<file path="config.mk">
export PLATFORM = sky130hd
export DESIGN_NAME = slifo_pop_stream
export DESIGN_NICKNAME = d
export VERILOG_FILES = /design/src/rtl/slifo_pkg.sv /design/src/rtl/slifo_skid_buf.sv /design/src/rtl/slifo_pop_stream.sv
export SDC_FILE = /design/constraint.sdc
export NUM_CORES = 1
export LEC_CHECK = 0
export ABC_AREA = 1
export ABC_CLOCK_PERIOD_IN_PS = 4100
export CAP_MARGIN = 20
export CORE_MARGIN = 5
export CORE_UTILIZATION = 30
export CTS_BUF_LIST = sky130_fd_sc_hd__clkbuf_16
export CTS_CLUSTER_SIZE = 20
export DETAILED_ROUTE_END_ITERATION = 8
export GPL_TIMING_DRIVEN = 0
export SLEW_MARGIN = 20
export SYNTH_ARGS = -nofsm -noshare
export SYNTH_HDL_FRONTEND = slang
export SYNTH_SLANG_ARGS = --single-unit
</file>
<file path="constraint.sdc">
create_clock -name clk -period 4.1 [get_ports clk]
set_input_delay 1.23 -clock clk [delete_from_list [all_inputs] [get_ports clk]]
set_output_delay 1.23 -clock clk [all_outputs]
set_load 0.01 [all_outputs]
</file>
<file path="src/rtl/slifo_pkg.sv">
// Shared constants and types for the LIFO drain stage.
package slifo_pkg;
    localparam int DEF_DATA_WIDTH  = 8;
    localparam int DEF_COUNT_WIDTH = 16;
    localparam int SKID_DEPTH      = 2;

    typedef enum logic {
        IDLE  = 1'b0,
        DRAIN = 1'b1
    } drain_state_e;
endpackage

</file>
<file path="src/rtl/slifo_skid_buf.sv">
// 2-entry in-order buffer; a write lands in the same cycle's next-state, head visible next cycle.
// No internal backpressure: the caller guarantees no write while full and no dequeue while empty.
module slifo_skid_buf
    import slifo_pkg::*;
#(
    parameter int DATA_WIDTH = DEF_DATA_WIDTH
) (
    input  logic                  clk,
    input  logic                  rst,
    input  logic                  wr,
    input  logic [DATA_WIDTH-1:0] wr_data,
    input  logic                  deq,
    output logic [1:0]            occ,
    output logic [DATA_WIDTH-1:0] head
);

    logic [DATA_WIDTH-1:0] ent0_q, ent0_d;
    logic [DATA_WIDTH-1:0] ent1_q, ent1_d;
    logic [1:0]            occ_q, occ_d;
    logic [1:0]            wr_idx;

    always_comb begin
        ent0_d = ent0_q;
        ent1_d = ent1_q;
        occ_d  = occ_q;
        // Write slot is computed after the dequeue shift so a simultaneous pair keeps order.
        wr_idx = occ_q - {1'b0, deq};
        if (deq) begin
            ent0_d = ent1_q;
            occ_d  = occ_d - 2'd1;
        end
        if (wr) begin
            if (wr_idx == 2'd0) begin
                ent0_d = wr_data;
            end else begin
                ent1_d = wr_data;
            end
            occ_d = occ_d + 2'd1;
        end
    end

    always_ff @(posedge clk) begin
        if (rst) begin
            ent0_q <= '0;
            ent1_q <= '0;
            occ_q  <= 2'd0;
        end else begin
            ent0_q <= ent0_d;
            ent1_q <= ent1_d;
            occ_q  <= occ_d;
        end
    end

    assign occ  = occ_q;
    assign head = ent0_q;

endmodule

</file>
<file path="src/rtl/slifo_pop_stream.sv">
// LIFO drain stage: pops without underflow into a 2-entry skid, streams words out (optional DRAIN_ON_HIGH_TH_EN burst gating).
// lifo_rd at N gives m_valid at N+2; m_ready low stalls popping once two words are outstanding.
module slifo_pop_stream
    import slifo_pkg::*;
#(
    parameter int DATA_WIDTH  = DEF_DATA_WIDTH,
    parameter int COUNT_WIDTH = DEF_COUNT_WIDTH
) (
    input  logic                   clk,
    input  logic                   rst,
    input  logic                   lifo_empty,
    input  logic                   lifo_high_th,
    input  logic [DATA_WIDTH-1:0]  lifo_data,
    output logic                   lifo_rd,
    output logic                   m_valid,
    input  logic                   m_ready,
    output logic [DATA_WIDTH-1:0]  m_data,
    output logic [COUNT_WIDTH-1:0] pop_count,
    output logic                   busy
);

    logic                   inflight_q;
    logic [1:0]             occ;
    logic                   deq;
    logic                   drain_active;
    logic [2:0]             credit_used;
    logic [COUNT_WIDTH-1:0] count_q, count_d;

    slifo_skid_buf #(
        .DATA_WIDTH (DATA_WIDTH)
    ) u_skid (
        .clk     (clk),
        .rst     (rst),
        .wr      (inflight_q),
        .wr_data (lifo_data),
        .deq     (deq),
        .occ     (occ),
        .head    (m_data)
    );

    assign m_valid = (occ != 2'd0);
    assign deq     = m_valid && m_ready;

    // Slots already claimed, net of the word leaving this cycle; deq implies occ >= 1.
    assign credit_used = {1'b0, occ} + {2'b00, inflight_q} - {2'b00, deq};
    assign lifo_rd     = !rst && !lifo_empty && drain_active && (credit_used < 3'(SKID_DEPTH));

    assign count_d = count_q + {{(COUNT_WIDTH-1){1'b0}}, deq};

    always_ff @(posedge clk) begin
        if (rst) begin
            inflight_q <= 1'b0;
            count_q    <= '0;
        end else begin
            inflight_q <= lifo_rd;
            count_q    <= count_d;
        end
    end

    assign pop_count = count_q;
    assign busy      = inflight_q || m_valid;

`ifdef DRAIN_ON_HIGH_TH_EN
    drain_state_e state_q, state_d;

    always_ff @(posedge clk) begin
        if (rst) begin
            state_q <= IDLE;
        end else begin
            state_q <= state_d;
        end
    end

    always_comb begin
        state_d = state_q;
        case (state_q)
            IDLE:    if (lifo_high_th) state_d = DRAIN;
            DRAIN:   if (lifo_empty && !lifo_rd) state_d = IDLE;
            default: state_d = IDLE;
        endcase
    end

    assign drain_active = (state_q == DRAIN);
`else
    logic unused_high_th;
    assign unused_high_th = lifo_high_th;
    assign drain_active   = 1'b1;
`endif

endmodule
</file>
Word-level counts from Yosys, hierarchy flattened. Index checks and enable logic that the tools add are counted. W data, S select, Z words.

Register bits: 35. Input port bits: 13. Output and inout port bits: 27. Word-level logic and storage cells: 27.

$add $sub $neg: 6. Magnitude comparators: 1. Muxes and demuxes: 5. Bitwise logic cells: 1. Reduce and logical (&&, ||, !) cells: 9.

Operator list (count): $mux W8 (3); $add A16 B1 Y16 (1); $mux W2 (2); $add A2 B1 Y3 (1); $logic_and A1 B1 Y1 (3); $lt A3 B2 Y1 const B (1); $sub A3 B1 Y3 (1); $add A2 B1 Y2 const B (1); $logic_not A1 Y1 (2); $logic_not A2 Y1 (1); $reduce_and A2 Y1 (1); $reduce_bool A2 Y1 (1); $sub A2 B1 Y2 (1); $sub A2 B1 Y2 const B (1); $logic_or A1 B1 Y1 (1); $not A1 Y1 (1).

Depth between registers and ports, before layout.
Word-level depth: 6. Depth in mapped cells: 14. Depth with buffers taken out: 13.

Modules after synthesis. A second synthesis with hierarchy kept.

Cell total of the unflattened synthesis: 263. Area, all modules: 1830.5 um^2.

Modules (own cells, without submodules): slifo_pop_stream (times used 1, cells each 133, area an instance 928.4 um^2, sequential area each 340.3 um^2); slifo_skid_buf (times used 1, cells each 130, area an instance 902.1 um^2, sequential area each 360.3 um^2).

Least setup slack after synthesis. No wires, ideal clock.

Kind: in2out. Start: in m_ready. End: out lifo_rd. Data arrival time: 2.460 ns. Required time: 2.870 ns. Path slack: 0.410 ns. Stages on the path: 9. Path buffers: 0. Cell sequence: nand2_4 > nand2_2 > nand2_4 > inv_1 > ha_1 > inv_1 > fa_1 > nand2_1 > nor3_1.

Word-level cells in the longest chain between the ends: 4.

RTL lines: start: declaration (line slifo_pop_stream.sv:16) `input logic m_ready,`; $logic_and A1 B1 Y1 (line slifo_pop_stream.sv:42) `assign deq = m_valid && m_ready;`; $sub A3 B1 Y3 (line slifo_pop_stream.sv:45) `assign credit_used = {1'b0, occ} + {2'b00, inflight_q} - {2'b00, deq};`; $lt A3 B2 Y1 (line slifo_pop_stream.sv:46) `assign lifo_rd = !rst && !lifo_empty && drain_active && (credit_used < 3'(SKID_DEPTH));`; $logic_and A1 B1 Y1 (line slifo_pop_stream.sv:46); end: declaration (line slifo_pop_stream.sv:14) `output logic lifo_rd,`.

Every way passes these cells.

Final worst setup path. Same ends and word-level chain as after synthesis.

==> flow_summary.ini <==
[global_routing]
grt.overflow.total = 0
antenna_found_initial = 0
track_usage_pct = 11.9
grt_pass1_wl_mm = 7.25
grt_pass1_vias = 1569
grt_start_max_net_pins = 11

[worst_setup_path]
worstSetupPathType = in2out
start_kind = primary input
critical_path_arrival_ps = 2750
worstPathRequired_ps = 2870
cp_max_fo = 5
r2r-start = u_skid.occ[1]
endpoint_kind = output port
crit_start = m_ready

[route]
drcViolationCount = 0
routed_wirelength_mm = 4.29
viasPerCell = 4.38
vias = 1712
ant_nets = 0
drt_iter0_markers = 102
routedWlPerCell_um = 11.0
firstDrtPassIters = 4

[clock_tree]
root_buffer = clkbuf_16
postCtsHoldBufs = 0
clock_latency_ps = 270
clk_pin_slew_ps = 50
cts_sinks = 35
tritoncts = yes
htreeDepth = 2
cts_buffers = 5
ctsLongestPathBuffers = 2

[finish]
area_growth_pct = 34.0
fin_area_um2 = 2420
drive_above_1_share_pct = 7.28
finalNonFillerCells = 391
antenna-diode-count = 0
layout_common_cells = nand2_1 (76), nor2_1 (47), inv_1 (38), clkdlybuf4s50_1 (36), dfxtp_1 (35)
final_common_cell = nand2_1
num-nets-final = 334

[sta]
period_minus_slack_ps = 3980
finalSetupViolations = 0
fmax_mhz = 252
tightest_slew_ps = 497
relSlewSlack_pct = 66.9
setup_ws_ps = 124
finalMaxSlewViolations = 0
fin_tns_setup_ps = 0
rsz0062_at_grt = false
fin_skew_ps = 3.82
finalHoldViolations = 0
period_share_pct = 97.0

[power_and_ir_drop]
power.density_nw_per_um2 = 591
clkPwrFrac_pct = 24.4
vdd_drop_max_mv = 0.322
comb_power_share_pct = 43.6
power_frac_seq_pct = 32.0
p_switching_mw = 0.531
leakagePower_nw = 1.05
switching_share_pct = 37.1
internal-power_mw = 0.899
finalPower_mw = 1.43

[place]
port_buffers = 38
placed_area_um2 = 2280
placed_cells = 383
hpwl_mm = 3.14
post-place-ws_ps = -628
gp_congestion = 0.814

[floorplanning]
core-area_um2 = 5890
fp-row-count = 28
die-width_um = 87.6
die_h_um = 87.6
ioPinCount = 40
start_util_pct = 30.7
dieArea_um2 = 7670

[yosys]
ys_ff_latch = 35
avgSynthCellArea_um2 = 6.69
synthDistinctLibCells = 28
syn_area_um2 = 1810
yosys_warnings = 0
synth_nets = 289
syn_inst = 270
ys_seq_area_share_pct = 38.8

[hold_path]
worstHoldStart = u_skid.ent1_q[7]
hold_class = reg2reg

[job]
maxCapViolCount = 0

[run_status]
status = complete, no violations
-- power groups by stage --
| stage | Clock [mW] | Sequential [mW] | Combinational, mW |
|---|---|---|---|
| 4_1_cts | 0.359 | 0.458 | 0.625 |
| 2_1_floorplan | 0 | 0.475 | 0.400 |
| 5_1_grt | 0.373 | 0.467 | 0.711 |
| 3_3_place_gp | 0 | 0.462 | 0.612 |
| 6_report | 0.349 | 0.458 | 0.623 |
| 3_5_place_dp | 0 | 0.465 | 0.622 |
-- final cells by class --
type | instances | area (um2)
multi-input cells | 188 | 912
repair buffers | 38 | 377
clock inverters | 3 | 11.3
inverters | 39 | 146
fillers | 618 | 3470
plain buffers | 8 | 53.8
well taps | 75 | 93.8
flip-flops and latches | 35 | 701
clock buffers | 5 | 125
-- kinds of logic after synthesis --
logic type	after synthesis	synth area share, %
AO/OA/AOI/OAI	22	6.38
XOR/XNOR	3	1.46
AND/OR/NAND/NOR	157	37.8
buffers and inverters	47	10.9
flip-flops	35	38.8
adder cells (fa/ha/maj)	6	4.57
-- through the flow --
step,hold WS (ps),utilization (%)
2_1_floorplan,452,-
3_3_place_gp,463,38.7
3_5_place_dp,470,38.7
4_1_cts,485,41.1
5_1_grt,500,41.1
6_report,481,41.1
-- cell usage after synthesis (all sizes together) --
master	count	area (um2)
nand2	80	325
nor2	49	194
inv	39	146
dfxtp	35	701
nand3	20	118
a21oi	16	80.1
buf	5	36.3
ha	5	62.6
nor3	4	20.0
o21ai	4	20.0
clkbuf	3	15.0
nand4	3	18.8
xnor2	2	17.5
fa	1	20.0
nand3b	1	7.51
o21a	1	7.51
o21bai	1	7.51
xor2	1	8.76
-- what timing repair did --
action / in CTS / in global routing
endpoints found under the hold margin: 0 / 0
setup buffers: 0 / 0
gates resized for setup: 7 / 2
endpoints found under the setup margin: 1 / 1
-- sequential cells by signal (all words and copies together), names as in the netlist --
register,count
u_skid.head,8
u_skid.occ,2
pop_count,16
u_skid.ent1_q,8
inflight_q,1
-- worst max-delay path, stage by stage --
cell             delay [ps]
clkdlybuf4s15_2         210
nand2_4                  70
nand2_2                  70
nand2_4                  80
inv_1                    60
ha_1                    130
inv_1                    50
fa_1                    470
nand2_1                  80
nor3_2                  150
buf_2                   150
-- metal layers --
layer | routed length (um) | track usage (%)
met1 | 2010 | 16.2
met2 | 1960 | 18.3
met3 | 247 | 3.29
met4 | 62 | 4.18
met5 | 0 | 0
-- path summary, 6_finish.rpt --
check,slack (ps),to,cells past startpoint
setup / recovery,120,lifo_rd,11
hold reg to reg,480,u_skid.ent1_q[7],2
hold / removal,480,u_skid.ent1_q[7],2
setup reg to reg,1830,u_skid.head[5],14
Power figures use the tool's default switching activity.
